$ cat src/rtl/fpnew_pkg.sv
// Shared types for the FP slice request arbiter: FSM state encoding and a
// round-robin search helper usable for up to RR_MAX_REQ requesters.
package fpnew_pkg;

    typedef enum logic [0:0] {
        ARB  = 1'b0,
        HOLD = 1'b1
    } arb_state_e;

    localparam int unsigned RR_MAX_REQ = 32;
    localparam int unsigned RR_IDX_W   = 5;

    typedef struct packed {
        logic                found;
        logic [RR_IDX_W-1:0] idx;
    } rr_pick_t;

    // First set bit of valid[num-1:0], searching upward from ptr with wrap-around.
    function automatic rr_pick_t rr_pick(
        input logic [RR_MAX_REQ-1:0] valid,
        input logic [RR_IDX_W-1:0]   ptr,
        input int unsigned           num
    );
        rr_pick_t    res;
        int unsigned j;
        res = '0;
        for (int unsigned i = 0; i < RR_MAX_REQ; i++) begin
            j = 32'(ptr) + i;
            if (j >= num) j = j - num;
            if (i < num && !res.found && valid[j[RR_IDX_W-1:0]]) begin
                res.found = 1'b1;
                res.idx   = j[RR_IDX_W-1:0];
            end
        end
        return res;
    endfunction

endpackage

$ cat src/rtl/fpnew_id_fifo.sv
// In-order FIFO of requester IDs for operations currently inside the slice.
// Clear has the same effect as reset; pointers wrap modulo Depth.
module fpnew_id_fifo #(
    parameter int unsigned Depth   = 4,
    parameter int unsigned IdWidth = 2
) (
    input  logic               clk_i,
    input  logic               rst_i,
    input  logic               clear_i,
    input  logic               push_i,
    input  logic [IdWidth-1:0] push_id_i,
    input  logic               pop_i,
    output logic               full_o,
    output logic               empty_o,
    output logic [IdWidth-1:0] head_o
);

    localparam int unsigned PtrWidth = (Depth > 1) ? $clog2(Depth) : 1;
    localparam int unsigned CntWidth = $clog2(Depth + 1);

    logic [IdWidth-1:0]  mem [Depth];
    logic [PtrWidth-1:0] wr_ptr;
    logic [PtrWidth-1:0] rd_ptr;
    logic [CntWidth-1:0] count;
    logic                push_ok;
    logic                pop_ok;

    function automatic logic [PtrWidth-1:0] ptr_inc(input logic [PtrWidth-1:0] p);
        return (32'(p) == Depth - 1) ? '0 : p + PtrWidth'(1);
    endfunction

    assign full_o  = (count == CntWidth'(Depth));
    assign empty_o = (count == '0);
    assign head_o  = mem[rd_ptr];
    assign push_ok = push_i & ~full_o;
    assign pop_ok  = pop_i & ~empty_o;

    // NOTE: sequential state uses <= so every flop samples pre-edge values.
    always_ff @(posedge clk_i) begin
        if (rst_i || clear_i) begin
            wr_ptr <= '0;
            rd_ptr <= '0;
            count  <= '0;
        end else begin
            if (push_ok) wr_ptr <= ptr_inc(wr_ptr);
            if (pop_ok)  rd_ptr <= ptr_inc(rd_ptr);
            unique case ({push_ok, pop_ok})
                2'b10:   count <= count + CntWidth'(1);
                2'b01:   count <= count - CntWidth'(1);
                default: count <= count;
            endcase
        end
    end

    // NOTE: storage is not reset; empty/full come from count, so stale entries are never observed.
    always_ff @(posedge clk_i) begin
        if (push_ok) mem[wr_ptr] <= push_id_i;
    end

endmodule

$ cat src/rtl/fpnew_slice_req_arbiter.sv
// Shares one in-order FP format slice between NumReq requesters with
// round-robin, credit-limited admission and in-order response routing.
// Optional FPNEW_ARB_PRIO_EN adds prio_i: priority requesters are searched first.
module fpnew_slice_req_arbiter
    import fpnew_pkg::*;
#(
    parameter int unsigned NumReq         = 4,
    parameter int unsigned MaxOutstanding = 4,
    parameter int unsigned ReqWidth       = 160,
    parameter int unsigned RspWidth       = 72
) (
    input  logic                            clk_i,
    input  logic                            rst_i,
    input  logic [NumReq-1:0]               req_valid_i,
    output logic [NumReq-1:0]               req_ready_o,
    input  logic [NumReq-1:0][ReqWidth-1:0] req_data_i,
`ifdef FPNEW_ARB_PRIO_EN
    input  logic [NumReq-1:0]               prio_i,
`endif
    output logic [NumReq-1:0]               rsp_valid_o,
    input  logic [NumReq-1:0]               rsp_ready_i,
    output logic [RspWidth-1:0]             rsp_data_o,
    output logic                            slc_valid_o,
    input  logic                            slc_ready_i,
    output logic [ReqWidth-1:0]             slc_data_o,
    input  logic                            slc_rsp_valid_i,
    output logic                            slc_rsp_ready_o,
    input  logic [RspWidth-1:0]             slc_rsp_data_i,
    input  logic                            flush_i,
    output logic                            slc_flush_o,
    output logic                            busy_o
);

    localparam int unsigned IdWidth = (NumReq > 1) ? $clog2(NumReq) : 1;

    arb_state_e         state;
    logic [IdWidth-1:0] rr_ptr;
    logic [IdWidth-1:0] hold_idx;

    logic [NumReq-1:0]  arb_valid;
    rr_pick_t           pick;
    logic               pick_idx_unused;
    logic               grant_valid;
    logic [IdWidth-1:0] grant_idx;
    logic [IdWidth-1:0] rr_next;
    logic               handshake;
    logic               pop;

    logic               fifo_full;
    logic               fifo_empty;
    logic [IdWidth-1:0] fifo_head;

    // NOTE: every always_comb output gets a default first, so no path can infer a latch.
    always_comb begin
        arb_valid = req_valid_i;
`ifdef FPNEW_ARB_PRIO_EN
        if ((req_valid_i & prio_i) != '0) arb_valid = req_valid_i & prio_i;
`endif
        pick = rr_pick(RR_MAX_REQ'(arb_valid), RR_IDX_W'(rr_ptr), NumReq);
    end

    assign pick_idx_unused = ^pick.idx;

    // HOLD replays the latched grant; ARB needs a free credit, even if a pop is under way.
    always_comb begin
        grant_valid = 1'b0;
        grant_idx   = '0;
        if (state == HOLD) begin
            grant_valid = 1'b1;
            grant_idx   = hold_idx;
        end else if (pick.found && !fifo_full) begin
            grant_valid = 1'b1;
            grant_idx   = IdWidth'(pick.idx);
        end
    end

    assign rr_next     = (32'(grant_idx) == NumReq - 1) ? '0 : grant_idx + IdWidth'(1);
    assign slc_valid_o = grant_valid & ~flush_i;
    assign slc_data_o  = req_data_i[grant_idx];
    assign handshake   = slc_valid_o & slc_ready_i;

    always_comb begin
        req_ready_o = '0;
        if (handshake) req_ready_o[grant_idx] = 1'b1;
    end

    // Responses return in issue order, so only the FIFO head can see the slice output.
    always_comb begin
        rsp_valid_o     = '0;
        slc_rsp_ready_o = 1'b0;
        if (!fifo_empty) begin
            rsp_valid_o[fifo_head] = slc_rsp_valid_i;
            slc_rsp_ready_o        = rsp_ready_i[fifo_head];
        end
    end

    assign pop         = slc_rsp_valid_i & slc_rsp_ready_o;
    assign rsp_data_o  = slc_rsp_data_i;
    assign slc_flush_o = flush_i;
    assign busy_o      = ~fifo_empty | (state == HOLD) | slc_valid_o;

    always_ff @(posedge clk_i) begin
        if (rst_i) begin
            state    <= ARB;
            rr_ptr   <= '0;
            hold_idx <= '0;
        end else if (flush_i) begin
            state <= ARB;
        end else begin
            unique case (state)
                ARB: begin
                    if (grant_valid) begin
                        if (slc_ready_i) begin
                            rr_ptr <= rr_next;
                        end else begin
                            state    <= HOLD;
                            hold_idx <= grant_idx;
                        end
                    end
                end
                HOLD: begin
                    if (slc_ready_i) begin
                        state  <= ARB;
                        rr_ptr <= rr_next;
                    end
                end
                default: state <= ARB;
            endcase
        end
    end

    fpnew_id_fifo #(
        .Depth   (MaxOutstanding),
        .IdWidth (IdWidth)
    ) u_id_fifo (
        .clk_i     (clk_i),
        .rst_i     (rst_i),
        .clear_i   (flush_i),
        .push_i    (handshake),
        .push_id_i (grant_idx),
        .pop_i     (pop),
        .full_o    (fifo_full),
        .empty_o   (fifo_empty),
        .head_o    (fifo_head)
    );

    hold_req_stable: assert property (@(posedge clk_i) disable iff (rst_i)
        (state == HOLD && !flush_i) |-> req_valid_i[hold_idx])
        else $error("held requester dropped req_valid_i");

    no_orphan_rsp: assert property (@(posedge clk_i) disable iff (rst_i)
        !(fifo_empty && slc_rsp_valid_i))
        else $error("slice response with no operation in flight");

endmodule

$ cat config.mk
export PLATFORM = sky130hd
export DESIGN_NAME = fpnew_slice_req_arbiter
export DESIGN_NICKNAME = d
export VERILOG_FILES = /design/src/rtl/fpnew_pkg.sv /design/src/rtl/fpnew_id_fifo.sv /design/src/rtl/fpnew_slice_req_arbiter.sv
export SDC_FILE = /design/constraint.sdc
export NUM_CORES = 1
export LEC_CHECK = 0
export BUFFER_PORTS_ARGS = -buffer_cell sky130_fd_sc_hd__buf_2
export CAP_MARGIN = 15
export CELL_PAD_IN_SITES_DETAIL_PLACEMENT = 1
export CELL_PAD_IN_SITES_GLOBAL_PLACEMENT = 1
export CORE_AREA = 2 2 372 374
export CTS_BUF_LIST = sky130_fd_sc_hd__clkbuf_8
export CTS_CLUSTER_SIZE = 16
export DETAILED_ROUTE_END_ITERATION = 10
export DIE_AREA = 0 0 374 376
export HOLD_SLACK_MARGIN = 0.15
export PLACE_DENSITY = 0.34
export SLEW_MARGIN = 5
export SYNTH_ARGS = -nofsm -noshare
export SYNTH_HDL_FRONTEND = slang
export SYNTH_SLANG_ARGS = --single-unit
$ cat constraint.sdc
create_clock -name clk_i -period 6.1 [get_ports clk_i]
set_clock_uncertainty 0.15 [all_clocks]
set_input_delay 1.525 -clock clk_i [delete_from_list [all_inputs] [get_ports clk_i]]
set_output_delay 1.525 -clock clk_i [all_outputs]
set_load 0.02 [all_outputs]
# After elaboration in Yosys (flattened, before gate mapping)
# Memory sizes are Yosys's and may differ from the RTL's. A register that Yosys moved wholly into a read port is not among the register bits.
# Cells that the tools add are included.
# word_totals
word_cells	112
memories	1
out_inout_bits	244
regBits	12
ram_bits	8
# classes
muxes	45
n_eq_ne	7
add_sub_neg	12
n_reduce_logical	16
n_bitwise	13
n_lt_le_gt_ge	12
# mem_list
name	words	width	read_ports	rd_clocked_by_memory_dff	write_ports	line_no	source
u_id_fifo.mem	4	2	1	1	1	fpnew_id_fifo.sv:21	logic [IdWidth-1:0] mem [Depth];
# ops
operator	n
$bmux W160 S2	1
$mux W160	1
$lt A5 B6 Y1 const B	4
$mux W6	4
$bmux W1 S5	4
$mux W5	4
$mux W2	9
$mux W1	14
$sub A3 B3 Y4 const B	3
$ge A3 B3 Y1 const B	3
$eq A2 B2 Y1 const B	4
$mux W4	2
$add A2 B1 Y2 const B	3
$add A2 B2 Y3 const B	2
$logic_and A1 B1 Y1	6
$lt A2 B3 Y1 const B	2
$pmux W3 S2	1
$and A1 B1 Y1	5
$not A1 Y1	5
$and A4 B4 Y4	1
$demux W1 S2	2
$ge A2 B1 Y1 const B	2
$logic_not A1 Y1	4
$pmux W2 S2	1
17 further kinds	18

# Depth between registers and ports, before layout
# logic_depth
depth_word	22
depth_mapped	15
ltp_nobuf	14

# Cells and area by module
# A second synthesis with hierarchy kept.
# unflattened
hier_cells	1279
hier_area_um2	9492.9
# by_module_without_submodules
mod	area_per_inst_um2	cells_each	n_inst
fpnew_slice_req_arbiter	8720.9	1214	1
fpnew_id_fifo	772.0	65	1

# Worst setup path before layout
# No wires, ideal clock.
# synth_timing
path_kind	input to output
from	input port req_valid_i[3]
to	output port req_ready_o[3]
n_path_buf	3
cell_stages	11
t_arrival_ns	3.640
t_required_ns	4.425
path_slack_ns	0.785
path_cell_list	mux4_1 -> a31oi_2 -> o31ai_1 -> a211oi_1 -> a21oi_1 -> buf_2 -> buf_2 -> buf_2 -> inv_1 -> ha_1 -> and2_1
# synth_via
elab_chain_len	20
# synth_rtl
element	line_no	source
start: declaration	fpnew_slice_req_arbiter.sv:14	input logic [NumReq-1:0] req_valid_i,
$bmux W1 S5	fpnew_pkg.sv:30	if (i < num && !res.found && valid[j[RR_IDX_W-1:0]]) begin
$mux W1 (implied by the code)	fpnew_pkg.sv:30	
$mux W6	fpnew_pkg.sv:30	
$logic_not A1 Y1	fpnew_pkg.sv:30	
$logic_and A1 B1 Y1	fpnew_pkg.sv:30	
$mux W6	fpnew_pkg.sv:30	
$logic_not A1 Y1	fpnew_pkg.sv:30	
$logic_and A1 B1 Y1	fpnew_pkg.sv:30	
[... 5 more ...]	-	
$mux W2 (*)	fpnew_slice_req_arbiter.sv:71	end else if (pick.found && !fifo_full) begin
$mux W2 (*)	fpnew_slice_req_arbiter.sv:68	if (state == HOLD) begin
net grant_idx[1]	fpnew_slice_req_arbiter.sv:44	logic [IdWidth-1:0] grant_idx;
$lt A2 B3 Y1 (implied by the code) / $ge A2 B1 Y1 (equally long branches)	fpnew_slice_req_arbiter.sv:84	if (handshake) req_ready_o[grant_idx] = 1'b1;
$logic_and A1 B1 Y1 (implied by the code)	fpnew_slice_req_arbiter.sv:84	
$mux W1 (implied by the code)	fpnew_slice_req_arbiter.sv:84	
$demux W1 S2 (*)	fpnew_slice_req_arbiter.sv:84	
$mux W4 (*)	fpnew_slice_req_arbiter.sv:84	
end: declaration	fpnew_slice_req_arbiter.sv:15	output logic [NumReq-1:0] req_ready_o,
# The timed path passes the listed nets; every way through them passes the cells marked *. The select of a mux whose other input is x is not followed.

# Worst setup path after layout
# layout_timing
from	input port req_valid_i[2]
to	output port slc_data_o[142]
# layout_via
elab_chain_len	17
# layout_rtl
element	line_no	source
$bmux W1 S5	fpnew_pkg.sv:30	
$mux W1 (implied by the code)	fpnew_pkg.sv:30	
$mux W6	fpnew_pkg.sv:30	
$logic_not A1 Y1	fpnew_pkg.sv:30	
$logic_and A1 B1 Y1	fpnew_pkg.sv:30	
$mux W6	fpnew_pkg.sv:30	
$logic_not A1 Y1	fpnew_pkg.sv:30	
$logic_and A1 B1 Y1	fpnew_pkg.sv:30	
$mux W6	fpnew_pkg.sv:30	
$logic_not A1 Y1	fpnew_pkg.sv:30	
$logic_and A1 B1 Y1	fpnew_pkg.sv:30	
$mux W6 (*)	fpnew_pkg.sv:30	
$logic_and A1 B1 Y1	fpnew_slice_req_arbiter.sv:71	
$mux W2 (*)	fpnew_slice_req_arbiter.sv:71	
$mux W2 (*)	fpnew_slice_req_arbiter.sv:68	
$bmux W160 S2 (*)	fpnew_slice_req_arbiter.sv:79	assign slc_data_o = req_data_i[grant_idx];
$mux W160 (implied by the code) (*)	fpnew_slice_req_arbiter.sv:79	
end: declaration	fpnew_slice_req_arbiter.sv:25	output logic [ReqWidth-1:0] slc_data_o,
# Every way passes the cells marked *; elsewhere a longest branch is shown, timed or not. The select of a mux whose other input is x is not followed.

==> results.ini <==
[worst_hold_path]
holdCritPathClass=reg2reg

[sta]
setup_viol=0
min_period_over_period=0.980
slew_headroom=0.557
rsz0062_at_grt=false
drv_slew=0
post-route-worst-setup-slack_ns=0.120
min_period_ns=5.98
final_hold_viol_count=0
max_freq_ghz=0.167
worstMarginPinSlew_ns=0.658
fin_setup_tns_ns=0

[worst_setup_path]
critical_path_required_ns=4.43
crit_path_end_kind=output pin
cp_top_family=buffers and inverters
crit_buf_inv=6
path_max_fanout=22
crit_path_start_kind=primary input
cp_cell_sequence=buf_2 -> mux2_2 -> nor3b_2 -> or4_4 -> nand2_2 -> o31a_4 -> clkinv_16 -> buf_12 -> buf_4 -> mux2i_1 -> mux2i_1 -> buf_4 -> buf_2
cp_slowest_stage_delay_ns=0.52
arrival_ns=4.30
crit_path_top_delay_cell=or4_4
rrSetupSlack_ns=2.12
critical_path_class=in2out

[synth]
synth_seq_cells=22
synthDistinctLibCells=44
avgSynthCellArea_sq_um=10.1
synthesis.nets=1490
async_reset_ff_frac=0
ys_seq_area_frac=0.0687
synth-edff-count=8
syn_inst=750
syn_area_sq_um=7570
synthFlopType=dfxtp_1
ys_warn_count=0

[floorplanning]
fp.coreArea_sq_um=137000
die_h_microns=376
die_x_microns=374
rows=136
start_util=0.0554
pin_count=969
die_area_sq_um=141000

[clocking]
cts.clk_slew.worst_paths_ns=0.09
postCtsHoldBufs=0
cts_sinks=22
cts_made_buffers=3
cts-root-buf=clkbuf_8
h-tree-depth=1
clk_latency_ns=0.28
cts_tree=yes
clock_path_buffers=2

[detailed_routing]
vias=9014
vias_per_cell=2.70
drtPass1Iterations=4
wl_mm=66.7
ant_nets=0
post_drt_wl_per_cell_microns=20.0
drc_errors=0
drtIter0Drc=191

[layout]
drive_gt1_frac=0.610
final_nets=2274
fillCellCount=16500
syn_to_final_growth_pct=81.2
final_common_cell=buf_2
layout_common_cells=buf_2 (811), mux2i_1 (481), buf_4 (73)

[place]
hpwl_mm=61.9
pre_cts_slack_ns=0.00697
port_buffers=824
gp_congestion=0.748

[global_route]
grt_pass1_vias=9761
overflow=0
grt_usage=0.0891
grt_pass1_wl_mm=86.0
antenna_found_initial=52
grt_max_degree=56

[job]
drv_cap=0

[power_and_ir_drop]
p_per_area_nw_per_um2=355
worst_ir_drop_vdd_v=0.000120
p_leak_nw=7.03

[outcome]
status=finished clean

[per-stage QoR]
step	util	total power, mW	hold WS [ns]	cells	cell area [sq um]
finish	0.100	4.87	0.349	3333	13700
global placement	0.0996	4.87	0.333	3323	13600
floorplan	-	3.05	0.304	750	7570
global route	0.100	5.21	0.385	3330	13700
CTS	0.100	5.04	0.356	3327	13700
detailed placement	0.0996	4.87	0.341	3323	13600
[per-layer routing]
metal / up-vias / GRT usage / part of all wire
li1: 4275 / - / -
met1: 4056 / 0.113 / 0.43
met2: 524 / 0.149 / 0.46
met3: 117 / 0.0319 / 0.091
met4: 42 / 0.00985 / 0.014
met5: - / 0 / 0.0037
[power breakdown]
group / switching (mW) / total [mW] / internal [mW] / leakage [nW]
Sequential: 0.00765 / 0.173 / 0.166 / 0.187
Clock: 0.0604 / 0.148 / 0.0880 / 0.0357
Combinational: 2.68 / 4.55 / 1.86 / 6.81
Total: 2.75 / 4.87 / 2.12 / 7.03
[worst reg2reg max path: cells and delay by family (launching register included)]
family	cells	cell delay [ns]
and+or+nand+nor	5	1.23
buffers and inverters	4	0.42
muxes	1	0.37
DFF	1	0.51
xor gates and xnor gates	1	0.16
AOI/OAI and AO/OA	1	0.13
adders and majority gates	3	0.95
[synth_stat cells, types with 2 or more instances]
cell type    n  area (sq um)
a211oi_1     4          30.0
a21oi_1      7          35.0
and2_1      10          62.6
buf_12      23           460
buf_2       19          95.1
buf_4       73           548
buf_8        9           135
bufbuf_8     3          56.3
dfxtp_1     14           280
edfxtp_1     8           240
ha_1        14           175
inv_1       12          45.0
mux2i_1    486          4860
mux4_2       4          90.1
nand2_1      7          26.3
nand3b_1     2          15.0
nor2_1      15          56.3
nor3_1       4          20.0
nor3b_1      3          22.5
o21ai_0      3          15.0
o31ai_1      2          15.0
or2_2        2          12.5
or3_1        4          25.0
xor2_1       2          17.5
[area by class of cell]
cell class | instances | area, sq um | area share
Multi-Input combinational cell | 586 | 5700 | 0.416
Antenna cell | 6 | 15.0 | 0.00109
Inverter | 13 | 78.8 | 0.00575
Tap cell | 1794 | 2240 | 0.164
Clock inverter | 1 | 30.0 | 0.00219
Sequential cell | 22 | 520 | 0.0379
Timing Repair Buffer | 908 | 5090 | 0.371
Clock buffer | 3 | 41.3 | 0.00301
[worst paths after layout]
check | from | endpoint | cells after the start
worst max-delay path | req_valid_i[2] | slc_data_o[142] | 13
worst min-delay path | u_id_fifo.rd_ptr[1]$_SDFFE_PP0P_ | u_id_fifo.rd_ptr[1]$_SDFFE_PP0P_ | 2
worst max register to register | rr_ptr[1]$_SDFFE_PP0P_ | u_id_fifo.count[2]$_SDFFE_PP0P_ | 15
worst min register to register | u_id_fifo.rd_ptr[1]$_SDFFE_PP0P_ | u_id_fifo.rd_ptr[1]$_SDFFE_PP0P_ | 2
[kinds of logic after synthesis]
logic type | share of synthesized area
mux | 0.659
compound gates | 0.0195
buf+inv | 0.183
xor+xnor | 0.00347
simple gates | 0.0400
flops | 0.0687
fa+ha+maj | 0.0258
[flip-flops by register name, summed over array words and instances (netlist names), named ones only]
| signal | count |
|---|---|
| u_id_fifo.mem | 8 |
| state | 1 |
| hold_idx | 2 |
| u_id_fifo.wr_ptr | 2 |
| rr_ptr | 2 |
| u_id_fifo.rd_ptr | 2 |
| u_id_fifo.count | 3 |
[timing repair]
action	in CTS	in global routing
gates resized for setup	1	7
setup buffers	0	0
endpoints found under the setup margin	1	12
(Power assumes the default switching activity.)
